<file path="src/rtl/output_port_arbiter_if.sv">
// Bus between the five input datapaths, one router output port and its
// downstream link. The arbiter side takes the slave modport; whoever models
// the input datapaths and the link takes the master modport.
interface output_port_arbiter_if #(
    parameter int NPORT  = 5,
    parameter int FLIT_W = 16
);
    // Per-input request bits and {valid, flit} lanes toward this output
    logic [NPORT-1:0]  req;
    logic [FLIT_W:0]   in0;
    logic [FLIT_W:0]   in1;
    logic [FLIT_W:0]   in2;
    logic [FLIT_W:0]   in3;
    logic [FLIT_W:0]   in4;
    logic              down_ready;

    // Arbitration results and the outgoing link
    logic [NPORT-1:0]  grant;
    logic              available;
    logic              out_ready;
    logic              valid_out;
    logic [FLIT_W-1:0] data_out;
    logic              pkt_done;
    logic              timeout_err;

    modport master (
        output req, in0, in1, in2, in3, in4, down_ready,
        input  grant, available, out_ready, valid_out, data_out, pkt_done, timeout_err
    );

    modport slave (
        input  req, in0, in1, in2, in3, in4, down_ready,
        output grant, available, out_ready, valid_out, data_out, pkt_done, timeout_err
    );
endinterface

</file>
<file path="src/rtl/output_port_arbiter.sv">
// Round-robin arbiter and packet-lock controller for one router output port.
// The winning input owns the output link until its tail flit is accepted
// downstream; the owner's lane is muxed straight onto the link.
// Optional feature: define PKT_TIMEOUT_EN to add a stall counter that forcibly
// releases a lock after TIMEOUT cycles without a transfer.
module output_port_arbiter #(
    parameter int NPORT   = 5,
    parameter int FLIT_W  = 16,
    parameter int TIMEOUT = 64
) (
    input logic                  clk,
    input logic                  reset,
    output_port_arbiter_if.slave bus
);

    typedef enum logic {
        IDLE = 1'b0,
        BUSY = 1'b1
    } state_t;

    // The lane mux and round-robin scan are written for five inputs, and the
    // stall counter is eight bits wide, so reject anything else at elaboration.
    if (NPORT != 5 || TIMEOUT < 2 || TIMEOUT > 255) begin : gBadParam
        $error("output_port_arbiter: NPORT must be 5 and TIMEOUT within 2..255");
    end

    state_t           state_q;
    logic [2:0]       owner_q;
    logic [2:0]       rrPtr_q;
    logic [NPORT-1:0] grant_q;
    logic             pktDone_q;

`ifdef PKT_TIMEOUT_EN
    localparam logic [7:0] TIMEOUT_M1 = 8'(TIMEOUT - 1);
    logic [7:0]       stallCnt_q;
    logic             timeoutErr_q;
`endif

    logic [FLIT_W:0]   ownerLane;
    logic              ownerValid;
    logic [FLIT_W-1:0] ownerFlit;
    logic              busy;
    logic              validOut;
    logic              transfer;
    logic              isTail;
    logic              anyReq;
    logic [2:0]        winner_d;
    logic [NPORT-1:0]  grantOneHot_d;

    // Select the lane of the registered owner; unused owner codes read as idle
    always_comb begin
        ownerLane = '0;
        case (owner_q)
            3'd0:    ownerLane = bus.in0;
            3'd1:    ownerLane = bus.in1;
            3'd2:    ownerLane = bus.in2;
            3'd3:    ownerLane = bus.in3;
            3'd4:    ownerLane = bus.in4;
            default: ownerLane = '0;
        endcase
    end

    assign ownerValid = ownerLane[FLIT_W];
    assign ownerFlit  = ownerLane[FLIT_W-1:0];
    assign busy       = (state_q == BUSY);
    assign validOut   = busy & ownerValid;
    assign transfer   = validOut & bus.down_ready;
    assign isTail     = (ownerFlit[FLIT_W-1 -: 2] == 2'b01);
    assign anyReq     = |bus.req;

    // Round-robin scan starting just after the last released owner, so the
    // most recent owner is checked last and a lone requester always wins
    always_comb begin
        logic       found;
        logic [2:0] cand;
        found    = 1'b0;
        cand     = '0;
        winner_d = rrPtr_q;
        for (int k = 1; k <= NPORT; k++) begin
            cand = 3'((int'(rrPtr_q) + k) % NPORT);
            if (!found && bus.req[cand]) begin
                found    = 1'b1;
                winner_d = cand;
            end
        end
    end

    assign grantOneHot_d = {{(NPORT-1){1'b0}}, 1'b1} << winner_d;

    // Lock FSM: grant on a request in IDLE, hold until the tail is accepted
    // (or the stall limit expires), then hand priority past the released owner
    always_ff @(posedge clk or negedge reset) begin
        if (!reset) begin
            state_q      <= IDLE;
            owner_q      <= 3'd0;
            rrPtr_q      <= 3'd4;
            grant_q      <= '0;
            pktDone_q    <= 1'b0;
`ifdef PKT_TIMEOUT_EN
            stallCnt_q   <= 8'd0;
            timeoutErr_q <= 1'b0;
`endif
        end else begin
            pktDone_q    <= 1'b0;
`ifdef PKT_TIMEOUT_EN
            timeoutErr_q <= 1'b0;
`endif
            case (state_q)
                IDLE: begin
                    if (anyReq) begin
                        state_q    <= BUSY;
                        grant_q    <= grantOneHot_d;
                        owner_q    <= winner_d;
`ifdef PKT_TIMEOUT_EN
                        stallCnt_q <= 8'd0;
`endif
                    end
                end
                BUSY: begin
                    if (transfer) begin
`ifdef PKT_TIMEOUT_EN
                        stallCnt_q <= 8'd0;
`endif
                        if (isTail) begin
                            state_q   <= IDLE;
                            grant_q   <= '0;
                            rrPtr_q   <= owner_q;
                            pktDone_q <= 1'b1;
                        end
                    end
`ifdef PKT_TIMEOUT_EN
                    else if (stallCnt_q == TIMEOUT_M1) begin
                        state_q      <= IDLE;
                        grant_q      <= '0;
                        rrPtr_q      <= owner_q;
                        timeoutErr_q <= 1'b1;
                        stallCnt_q   <= 8'd0;
                    end else begin
                        stallCnt_q   <= stallCnt_q + 8'd1;
                    end
`endif
                end
                default: begin
                    state_q <= IDLE;
                    grant_q <= '0;
                end
            endcase
        end
    end

    assign bus.grant     = grant_q;
    assign bus.available = (state_q == IDLE);
    assign bus.out_ready = bus.down_ready & busy;
    assign bus.valid_out = validOut;
    assign bus.data_out  = busy ? ownerFlit : '0;
    assign bus.pkt_done  = pktDone_q;
`ifdef PKT_TIMEOUT_EN
    assign bus.timeout_err = timeoutErr_q;
`else
    assign bus.timeout_err = 1'b0;
`endif

endmodule

</file>
<file path="src/flat_wrapper.sv">
// flat-port wrapper written by rule: the top's interface ports become plain ports
module output_port_arbiter_flat 
#(
    parameter int NPORT   = 5,
    parameter int FLIT_W  = 16,
    parameter int TIMEOUT = 64
)
  (clk, reset, bus_req, bus_in0, bus_in1, bus_in2, bus_in3, bus_in4, bus_down_ready, bus_grant, bus_available, bus_out_ready, bus_valid_out, bus_data_out, bus_pkt_done, bus_timeout_err);
  output_port_arbiter_if #(.NPORT(NPORT), .FLIT_W(FLIT_W)) bus_i ();
  input logic clk;
  input logic reset;
  input wire logic [$bits(bus_i.req)-1:0] bus_req;
  input wire logic [$bits(bus_i.in0)-1:0] bus_in0;
  input wire logic [$bits(bus_i.in1)-1:0] bus_in1;
  input wire logic [$bits(bus_i.in2)-1:0] bus_in2;
  input wire logic [$bits(bus_i.in3)-1:0] bus_in3;
  input wire logic [$bits(bus_i.in4)-1:0] bus_in4;
  input wire logic [$bits(bus_i.down_ready)-1:0] bus_down_ready;
  output wire logic [$bits(bus_i.grant)-1:0] bus_grant;
  output wire logic [$bits(bus_i.available)-1:0] bus_available;
  output wire logic [$bits(bus_i.out_ready)-1:0] bus_out_ready;
  output wire logic [$bits(bus_i.valid_out)-1:0] bus_valid_out;
  output wire logic [$bits(bus_i.data_out)-1:0] bus_data_out;
  output wire logic [$bits(bus_i.pkt_done)-1:0] bus_pkt_done;
  output wire logic [$bits(bus_i.timeout_err)-1:0] bus_timeout_err;
  assign bus_i.req = bus_req;
  assign bus_i.in0 = bus_in0;
  assign bus_i.in1 = bus_in1;
  assign bus_i.in2 = bus_in2;
  assign bus_i.in3 = bus_in3;
  assign bus_i.in4 = bus_in4;
  assign bus_i.down_ready = bus_down_ready;
  assign bus_grant = bus_i.grant;
  assign bus_available = bus_i.available;
  assign bus_out_ready = bus_i.out_ready;
  assign bus_valid_out = bus_i.valid_out;
  assign bus_data_out = bus_i.data_out;
  assign bus_pkt_done = bus_i.pkt_done;
  assign bus_timeout_err = bus_i.timeout_err;
  output_port_arbiter #(.NPORT(NPORT), .FLIT_W(FLIT_W), .TIMEOUT(TIMEOUT)) u_core (.clk(clk), .reset(reset), .bus(bus_i));
endmodule
</file>
<file path="config.mk">
export PLATFORM = sky130hd
export DESIGN_NAME = output_port_arbiter_flat
export DESIGN_NICKNAME = d
export VERILOG_FILES = /design/src/rtl/output_port_arbiter_if.sv /design/src/rtl/output_port_arbiter.sv /design/src/flat_wrapper.sv
export SDC_FILE = /design/constraint.sdc
export NUM_CORES = 1
export LEC_CHECK = 0
export BUFFER_PORTS_ARGS = -buffer_cell sky130_fd_sc_hd__buf_2
export CORE_MARGIN = 5
export CORE_UTILIZATION = 53
export CTS_BUF_LIST = sky130_fd_sc_hd__clkbuf_8
export DETAILED_ROUTE_END_ITERATION = 6
export GPL_TIMING_DRIVEN = 0
export PLACE_DENSITY = 0.85
export SLEW_MARGIN = 30
export SYNTH_ARGS = -nofsm -noshare
export SYNTH_HDL_FRONTEND = slang
export SYNTH_SLANG_ARGS = --single-unit
</file>
<file path="constraint.sdc">
create_clock -name clk -period 5.85 [get_ports clk]
set_input_delay 0.8775 -clock clk [delete_from_list [all_inputs] [get_ports clk]]
set_output_delay 0.8775 -clock clk [all_outputs]
set_load 0.05 [all_outputs]
</file>
==> impl_metrics.ini, run 1 <==
[outcome]
outcome = finished, final reports clean

[floorplan]
die_h_um = 88.8
die_x_um = 88.8
placeableCoreArea_um2 = 5990
dieArea_um2 = 7890
num_rows = 28
initial_core_util_pct = 54.9
ios = 119

[setup_path]
end_kind = flip-flop
critical_path.startpoint_type = flip-flop
cp_max_fo = 14
arrival_ps = 5610
worstSetupPathType = flip-flop to flip-flop
cp.required_ps = 5980

[logic_synthesis]
synth.largest_area_cell = ha_1
synth_compound_area_share_pct = 36.6
ys_async_sr_fraction_pct = 100
synth_top_area_share_pct = 9.88
syn-num-nets = 546
synth_top_family_by_area = compound AO/OA/AOI/OAI gates
syn_inst = 427
synthAdderAreaFrac_pct = 9.88
synth-simple-area-share_pct = 20.9
netlist_area_um2 = 3290
synth-edff-count = 0
postSynthAreaPerCell_um2 = 7.71
synth_seq_cells = 13
seq_area_frac_synth_pct = 9.92
synth.area.top_cells = ha_1 (9.9%), dfrtp_1 (9.1%), a22oi_1 (7.5%)
synth.area.mux_share_pct = 13.6
synth-main-ff-cell = dfrtp_1
ys_types = 79
yosysWarnings = 0
post_synth_xor_area_fraction_pct = 2.17

[global_routing]
grt_max_degree = 14
grt.total_usage_pct = 27.8
grt_pass1_vias = 3922
grt_pass1_wl_um = 17700
overflow = 0
antenna_found_initial = 0

[place]
placed_cells = 618
pre_cts_slack_ps = 27.2
port_buffers = 116
dp_hpwl_um = 9280
routabilityCongestion = 0.916

[sta]
period_share_pct = 93.6
relSlewSlack_pct = 42.8
hold_viol = 0
finalMaxSlewViolations = 0
max_freq_mhz = 183
finalSetupViolCount = 0
skew_ps = 2.07
worst_pin_slew_ps = 855
min_period_ps = 5470
setup_slack_ps = 375

[clock_tree]
tritoncts = yes
clkSinkCount = 13
numCtsBuffers = 3
holdBufCountCts = 0
clock_latency_ps = 240
cts_root_buf = clkbuf_8
cts_resized = 0
htreeDepth = 1
clk_pin_slew_worst_paths_ps = 60
cts.path.max_buffers = 2
cts_setup_buffers = 0

[routing]
wl_met1_um = 4430
viasPerCell = 6.52
drt_wl_total_um = 11400
vias = 4047
drtPass1Iterations = 5
wl_met2_um = 5850
routedWlPerCell_um = 18.3
drt_iter0_drc = 224
dr_wl_met3_um = 755
drc = 0
antenna_left = 0
highest_layer = met4

[layout]
drive_gt1_share_pct = 32.2
fin_cells = 621
nFillCells = 516
n_antenna_cell = 0
areaGrowthSynthToFinish_pct = 22.2
layout.nets = 666
utilization_pct = 67.1

[flow_run]
maxCapViolations = 0

[hold_path]
hp-class = flip-flop to flip-flop
Yosys cell counts (all sizes together) (4+ instances only):
| master | instances |
|---|---|
| ha | 26 |
| buf | 11 |
| clkbuf | 20 |
| o22a | 15 |
| or4 | 4 |
| nand2b | 9 |
| a31oi | 5 |
| nand2 | 28 |
| inv | 24 |
| a32o | 5 |
| nor2b | 6 |
| a21o | 4 |
| xnor2 | 6 |
| a211oi | 6 |
| o211ai | 6 |
| nor2 | 39 |
| mux2i | 11 |
| mux4 | 5 |
| mux2 | 20 |
| a22oi | 34 |
| and3 | 4 |
| a22o | 4 |
| o21ai | 27 |
| nand3 | 10 |
| or2 | 7 |
| dfrtp | 12 |
| a221oi | 4 |
| a21oi | 13 |
per-layer routing:
metal	GRT usage, %	up-vias
met3	3.35	30
met2	49.7	214
met4	11.5	0
met5	0	-
met1	33.5	1919
li1	-	1884
placed cells by master (no fill, tap or decap), types with 4 or more instances in the layout:
master / count
mux2i_1: 11
nor2_1: 39
nand2b_1: 9
nand3_1: 10
inv_1: 23
mux4_2: 5
o22a_1: 15
or2_2: 7
a31oi_1: 5
ha_1: 26
nor2b_1: 5
clkbuf_1: 19
o21ai_0: 25
a221oi_1: 4
a21o_1: 4
a22o_1: 4
buf_2: 121
a211oi_1: 6
mux2_2: 20
a21oi_1: 13
dfrtp_1: 12
nand2_1: 28
xnor2_1: 4
o211ai_1: 6
a22oi_1: 33
critical path, stage by stage, from the launching register on:
cell       delay, ps
dfrtp_1          470
buf_2            270
inv_1            280
ha_1             430
xnor2_2          400
inv_2            120
ha_1             250
or3b_2           440
o22ai_1          220
or2_2            190
ha_1             190
nand2b_1          90
o2111ai_1        130
and3_1           180
buf_2            160
mux2i_1          280
o2bb2ai_2        230
nor2_1           120
a311oi_1         310
o221ai_2         160
nor2b_4          150
a32o_2           280
area by class of cell:
class                           count  area (um^2)  area share [%]
Buffer                             30          130            3.23
Clock inverter                      1         3.75          0.0933
Sequential cell                    13          327            8.12
Timing Repair Buffer              116          581            14.4
Multi-Input combinational cell    359         2750            68.5
Inverter                           24         92.6            2.30
Tap cell                           75         93.8            2.33
Clock buffer                        3         41.3            1.03
sequential cells by signal, indices dropped and copies added (netlist names):
| name | count |
|---|---|
| u_core.bus.grant | 5 |
| u_core.owner_q | 3 |
| u_core.rrPtr_q | 3 |
| u_core.bus.pkt_done | 1 |
| u_core.busy | 1 |
per-stage QoR:
stage / setup TNS [ps] / cell area, um^2 / hold slack [ps]
final: 0 / 4020 / 488
after detailed placement: 0 / 3970 / 476
after global routing: -0.224 / 4020 / 502
after CTS: 0 / 4010 / 488
after floorplan: 0 / 3290 / 582
after global placement: 0 / 3970 / 477
cell families after synthesis:
kind of cell               after synthesis
adders and majority gates               26
and+or+nand+nor                        131
other                                    1
muxes                                   36
DFF                                     13
AOI/OAI and AO/OA                      159
buffers and inverters                   55
xor gates and xnor gates                 6
final timing paths:
kind                                                  from                               to  slack, ps  cells past startpoint
min in group asynchronous                            reset    u_core.rrPtr_q[0]$_DFFE_PN0P_        510                      1
min reg2reg                u_core.bus.grant[2]$_DFFE_PN0P_  u_core.bus.grant[2]$_DFFE_PN0P_        490                      1
max                          u_core.rrPtr_q[0]$_DFFE_PN0P_  u_core.bus.grant[0]$_DFFE_PN0P_        380                     21
max in group asynchronous                            reset    u_core.rrPtr_q[2]$_DFFE_PN1P_       5060                      1
max reg2reg                  u_core.rrPtr_q[0]$_DFFE_PN0P_  u_core.bus.grant[0]$_DFFE_PN0P_        380                     21
min                        u_core.bus.grant[2]$_DFFE_PN0P_  u_core.bus.grant[2]$_DFFE_PN0P_        490                      1
Power of run 1 is left out: the tool's default activity adds up to more than one toggle a clock period on the data nets, which glitch-free logic cannot reach.
==> inputs of run 2 (changes only) <==
--- a/config.mk
+++ b/config.mk
@@ -5,13 +5,15 @@
 export SDC_FILE = /design/constraint.sdc
 export NUM_CORES = 1
 export LEC_CHECK = 0
+export ABC_AREA = 1
 export BUFFER_PORTS_ARGS = -buffer_cell sky130_fd_sc_hd__buf_2
+export CORE_ASPECT_RATIO = 0.6
 export CORE_MARGIN = 5
-export CORE_UTILIZATION = 53
+export CORE_UTILIZATION = 52
 export CTS_BUF_LIST = sky130_fd_sc_hd__clkbuf_8
 export DETAILED_ROUTE_END_ITERATION = 6
 export GPL_TIMING_DRIVEN = 0
-export PLACE_DENSITY = 0.85
+export PLACE_DENSITY = 0.84
 export SLEW_MARGIN = 30
 export SYNTH_ARGS = -nofsm -noshare
 export SYNTH_HDL_FRONTEND = slang
==> impl_metrics.ini, run 2 <==
[setup_path]
max_stage_delay_ps = 580
arrival_ps = 4990
critPathSlowestCell = ha_1
crit_family = simple AND/OR/NAND/NOR gates
end_kind = flip-flop
cp.required_ps = 6030
worstSetupPathType = flip-flop to flip-flop
cp_num_buf_inv = 6
cp_common_cell = nand2_1
critical_path.startpoint_type = flip-flop
cp_max_fo = 13

[sta]
period_share_pct = 82.2
max_freq_mhz = 208
skew_ps = 4.29
finalMaxSlewViolations = 0
setup_slack_ps = 1040
min_period_ps = 4810
rsz0062_at_grt = false
setup_tns_ps = 0
hold_viol = 0
finalSetupViolCount = 0
relSlewSlack_pct = 65.1
worst_pin_slew_ps = 523
whs_ps = 482

[logic_synthesis]
ys_async_sr_fraction_pct = 100
synth.area.top_cells = nand2_1 (13%), nand3_1 (13%), inv_1 (12%)
synth.most_common_cell = nand2_1
synthAdderAreaFrac_pct = 10.5
synth_top_family_by_area = simple AND/OR/NAND/NOR gates
synth_compound_area_share_pct = 16.6
ys_types = 41
synth.area.mux_share_pct = 0
postSynthAreaPerCell_um2 = 5.84
netlist_area_um2 = 3090
synth-edff-count = 0
yosysWarnings = 0
synth-simple-area-share_pct = 43.6
synth.largest_area_cell = nand2_1
ys_top_cells_by_count = nand2_1 (110), inv_1 (99), nand3_1 (78)
syn_inst = 530
synth_seq_cells = 13
synth_top_area_share_pct = 13.3
syn-num-nets = 649
post_synth_xor_area_fraction_pct = 1.70
synth-main-ff-cell = dfrtp_1
seq_area_frac_synth_pct = 10.6

[routing]
antenna_left = 0
vias = 4022
routedWlPerCell_um = 14.2
drt_wl_total_um = 10400
drt_iter0_drc = 359
drtPass1Iterations = 5
viasPerCell = 5.50
drc = 0

[place]
pre_cts_slack_ps = 1150
dp_hpwl_um = 8850
port_buffers = 117
routabilityCongestion = 0.911

[flow_run]
maxCapViolations = 0

[outcome]
outcome = finished, final reports clean

[layout]
largest_reg_flops = 5
n_antenna_cell = 0
final_common_cell = buf_2
areaGrowthSynthToFinish_pct = 23.6
layout.nets = 771
nFillCells = 551
layout_common_cells = buf_2 (121), nand2_1 (110), inv_1 (100)
drive_gt1_share_pct = 28.9

[clock_tree]
cts.path.max_buffers = 2
clkSinkCount = 13
tritoncts = yes
clock_latency_ps = 250
cts_setup_buffers = 0
htreeDepth = 1
holdBufCountCts = 0
numCtsBuffers = 3
cts_resized = 0
cts_root_buf = clkbuf_8
clk_pin_slew_worst_paths_ps = 60

[global_routing]
grt_pass1_wl_um = 16900
antenna_found_initial = 0
grt_max_degree = 14
overflow = 0
grt.total_usage_pct = 26.9
grt_pass1_vias = 3592

[floorplan]
die_h_um = 69.7
dieArea_um2 = 7640
die_x_um = 110
initial_core_util_pct = 54.5
num_rows = 21
placeableCoreArea_um2 = 5680
ios = 119

[hold_path]
hp-class = flip-flop to flip-flop
-- run 2: metrics by stage --
stage | area [um^2] | util, % | cells
after floorplan | 3090 | - | 530
after global placement | 3780 | 66.6 | 727
after detailed placement | 3780 | 66.6 | 727
after CTS | 3820 | 67.4 | 731
after global routing | 3820 | 67.4 | 731
final | 3820 | 67.4 | 731
-- run 2: metal layers --
layer  global-route usage [%]  vias to the layer above  wire (um)
met1                     39.3                     1846       4590
met4                     3.73                        0        118
met3                     5.02                       17       1060
met2                     41.6                      204       4600
met5                        0                        -          0
li1                         -                     1955          -
-- run 2: path summary, 6_finish.rpt --
check / cells after the start / to / slack (ps) / start
setup / recovery: 29 / u_core.bus.grant[4]$_DFFE_PN0P_ / 1040 / u_core.rrPtr_q[0]$_DFFE_PN0P_
hold / removal: 2 / u_core.bus.grant[2]$_DFFE_PN0P_ / 480 / u_core.bus.grant[2]$_DFFE_PN0P_
setup reg to reg: 29 / u_core.bus.grant[4]$_DFFE_PN0P_ / 1040 / u_core.rrPtr_q[0]$_DFFE_PN0P_
hold reg to reg: 2 / u_core.bus.grant[2]$_DFFE_PN0P_ / 480 / u_core.bus.grant[2]$_DFFE_PN0P_
max in group asynchronous: 1 / u_core.rrPtr_q[2]$_DFFE_PN1P_ / 5050 / reset
min in group asynchronous: 1 / u_core.bus.grant[4]$_DFFE_PN0P_ / 520 / reset
-- run 2: logic make-up (layout without fill, tap and decap cells) --
| group | after synthesis | in the layout |
|---|---|---|
| adders and majority gates | 26 | 26 |
| AOI/OAI and AO/OA | 81 | 81 |
| and+or+nand+nor | 273 | 273 |
| buffers and inverters | 130 | 251 |
| xor gates and xnor gates | 6 | 6 |
| DFF | 13 | 13 |
| other | 1 | 1 |
-- run 2: final cells by class --
class	count	area [um^2]	share of cell area (%)
multi-input cells	387	2240	58.7
inverters	111	423	11.1
clock buffers	3	41.3	1.08
clock inverters	1	3.75	0.0982
flip-flops and latches	13	327	8.54
plain buffers	19	98.8	2.59
well taps	80	100	2.62
repair buffers	117	586	15.3
-- run 2: worst min-delay path, cell delays in order (launching register included) --
cell     delay [ps]
dfrtp_1         340
nand2_1          50
nand2_1          50
Power of run 2 is left out for the same reason.
==> inputs of run 3 (changes only) <==
--- a/config.mk
+++ b/config.mk
@@ -5,15 +5,15 @@
 export SDC_FILE = /design/constraint.sdc
 export NUM_CORES = 1
 export LEC_CHECK = 0
-export ABC_AREA = 1
+export ABC_AREA = 0
 export BUFFER_PORTS_ARGS = -buffer_cell sky130_fd_sc_hd__buf_2
 export CORE_ASPECT_RATIO = 0.6
 export CORE_MARGIN = 5
-export CORE_UTILIZATION = 52
+export CORE_UTILIZATION = 53
 export CTS_BUF_LIST = sky130_fd_sc_hd__clkbuf_8
 export DETAILED_ROUTE_END_ITERATION = 6
 export GPL_TIMING_DRIVEN = 0
-export PLACE_DENSITY = 0.84
+export PLACE_DENSITY = 0.85
 export SLEW_MARGIN = 30
 export SYNTH_ARGS = -nofsm -noshare
 export SYNTH_HDL_FRONTEND = slang
==> constraint.sdc (replaced) <==
create_clock -name clk -period 4.89 [get_ports clk]
set_input_delay 0.7335 -clock clk [delete_from_list [all_inputs] [get_ports clk]]
set_output_delay 0.7335 -clock clk [all_outputs]
set_load 0.05 [all_outputs]
==> impl_metrics.ini, run 3 (same netlist as run 1, synthesis figures left out) <==
[outcome]
outcome = finished, final reports clean

[global_routing]
grt.total_usage_pct = 28.4
antenna_found_initial = 0
grt.busiest_layer = met2
overflow = 0
use_met3_pct = 7.78
grt_pass1_vias = 3884
grtUsageMet1_pct = 38.3
grt_pass1_wl_um = 18900
grt_max_degree = 14
use_met2_pct = 44.8

[clock_tree]
cts.path.max_buffers = 2
clkSinkCount = 13
tritoncts = yes
cts_root_buf = clkbuf_8
numCtsBuffers = 3
holdBufCountCts = 0
clock_latency_ps = 260
clk_pin_slew_worst_paths_ps = 60
htreeDepth = 1

[place]
dpl_cell_area_um2 = 3980
pre_cts_slack_ps = -880
port_buffers = 116
dp_hpwl_um = 9470
routabilityCongestion = 0.964

[sta]
setup_slack_ps = 38.7
skew_ps = 1.80
finalSetupViolCount = 0
relSlewSlack_pct = 42.0
hold_viol = 0
finalMaxSlewViolations = 0
min_period_ps = 4850
whs_ps = 364
max_freq_mhz = 206
worst_pin_slew_ps = 864
period_share_pct = 99.2

[setup_path]
end_kind = flip-flop
critical_path.startpoint_type = flip-flop
max_stage_delay_ps = 490
cp.required_ps = 5030
cp_max_fo = 10
crit_family = compound AO/OA/AOI/OAI gates
rrSetupSlack_ps = 40
worstSetupPathType = flip-flop to flip-flop
arrival_ps = 4990
worstPathCellList = buf_6 -> clkinvlp_4 -> ha_4 -> buf_6 -> clkinvlp_4 -> ha_1 -> or3b_2 -> o22ai_4 -> or2_2 -> ha_1 -> nand2b_1 -> o2111ai_1 -> and3_1 -> buf_2 -> mux2i_4 -> o2bb2ai_4 -> o211a_1 -> a311oi_2 -> o221ai_2 -> nor2b_4 -> a32o_1
cp_num_buf_inv = 5
critPathSlowestCell = or3b_2

[routing]
routedWlPerCell_um = 19.7
antenna_left = 0
drt_iter0_drc = 588
drc = 0
viasPerCell = 6.68
drt_wl_total_um = 12600
drtPass1Iterations = 6
vias = 4281

[floorplan]
dieArea_um2 = 7940
initial_core_util_pct = 54.1
num_rows = 22
ios = 119
die_h_um = 71.0
die_x_um = 112
placeableCoreArea_um2 = 6080

[layout]
layout_common_cells = buf_2 (119), nor2_1 (37), a22oi_1 (33)
areaGrowthSynthToFinish_pct = 31.2
stdcell_area_um2 = 4320
layout.nets = 677
nFillCells = 446
drive_gt1_share_pct = 37.3
largest_reg_flops = 5
final_common_cell = buf_2
n_antenna_cell = 0

[flow_run]
maxCapViolations = 0

[hold_path]
hp-class = input pin to asynchronous set/reset pin
==> run 3: repair_timing <==
item                                   CTS  global route
pin swaps                                0             3
setup endpoints to repair                8             8
resized for setup                       17            22
setup buffers                            3             8
endpoints found under the hold margin    0             0
==> run 3: through the flow <==
stage | TNS [ps] | std cells | utilization, %
final | 0 | 641 | 71.0
after global routing | -520 | 641 | 71.0
after CTS | 0 | 633 | 67.7
after detailed placement | -6230 | 627 | 65.4
after global placement | -5550 | 627 | 65.4
after floorplan | 0 | 427 | -
==> run 3: path summary, 6_finish.rpt <==
kind | start | end | depth (start not counted)
setup / recovery | u_core.rrPtr_q[0]$_DFFE_PN0P_ | u_core.bus.grant[4]$_DFFE_PN0P_ | 21
hold / removal | reset | u_core.bus.grant[0]$_DFFE_PN0P_ | 1
setup reg to reg | u_core.rrPtr_q[0]$_DFFE_PN0P_ | u_core.bus.grant[4]$_DFFE_PN0P_ | 21
hold reg to reg | u_core.bus.grant[0]$_DFFE_PN0P_ | u_core.bus.grant[0]$_DFFE_PN0P_ | 1
max in group asynchronous | reset | u_core.rrPtr_q[2]$_DFFE_PN1P_ | 1
min in group clk | u_core.bus.grant[0]$_DFFE_PN0P_ | u_core.bus.grant[0]$_DFFE_PN0P_ | 1
==> run 3: routing by layer <==
| layer | share of wire, % | routed length (um) |
|---|---|---|
| met5 | 0 | 0 |
| met4 | 2.8 | 349 |
| met3 | 12 | 1480 |
| met2 | 45 | 5750 |
| met1 | 40 | 5060 |
==> run 3: cell type report <==
type	instances	area, um^2	share of cell area (%)
multi-input cells	359	2930	67.8
repair buffers	127	663	15.4
flip-flops and latches	13	329	7.62
plain buffers	30	143	3.30
well taps	84	105	2.43
inverters	24	104	2.40
clock buffers	3	41.3	0.956
clock inverters	1	5.00	0.116
Power of run 3 is left out for the same reason.
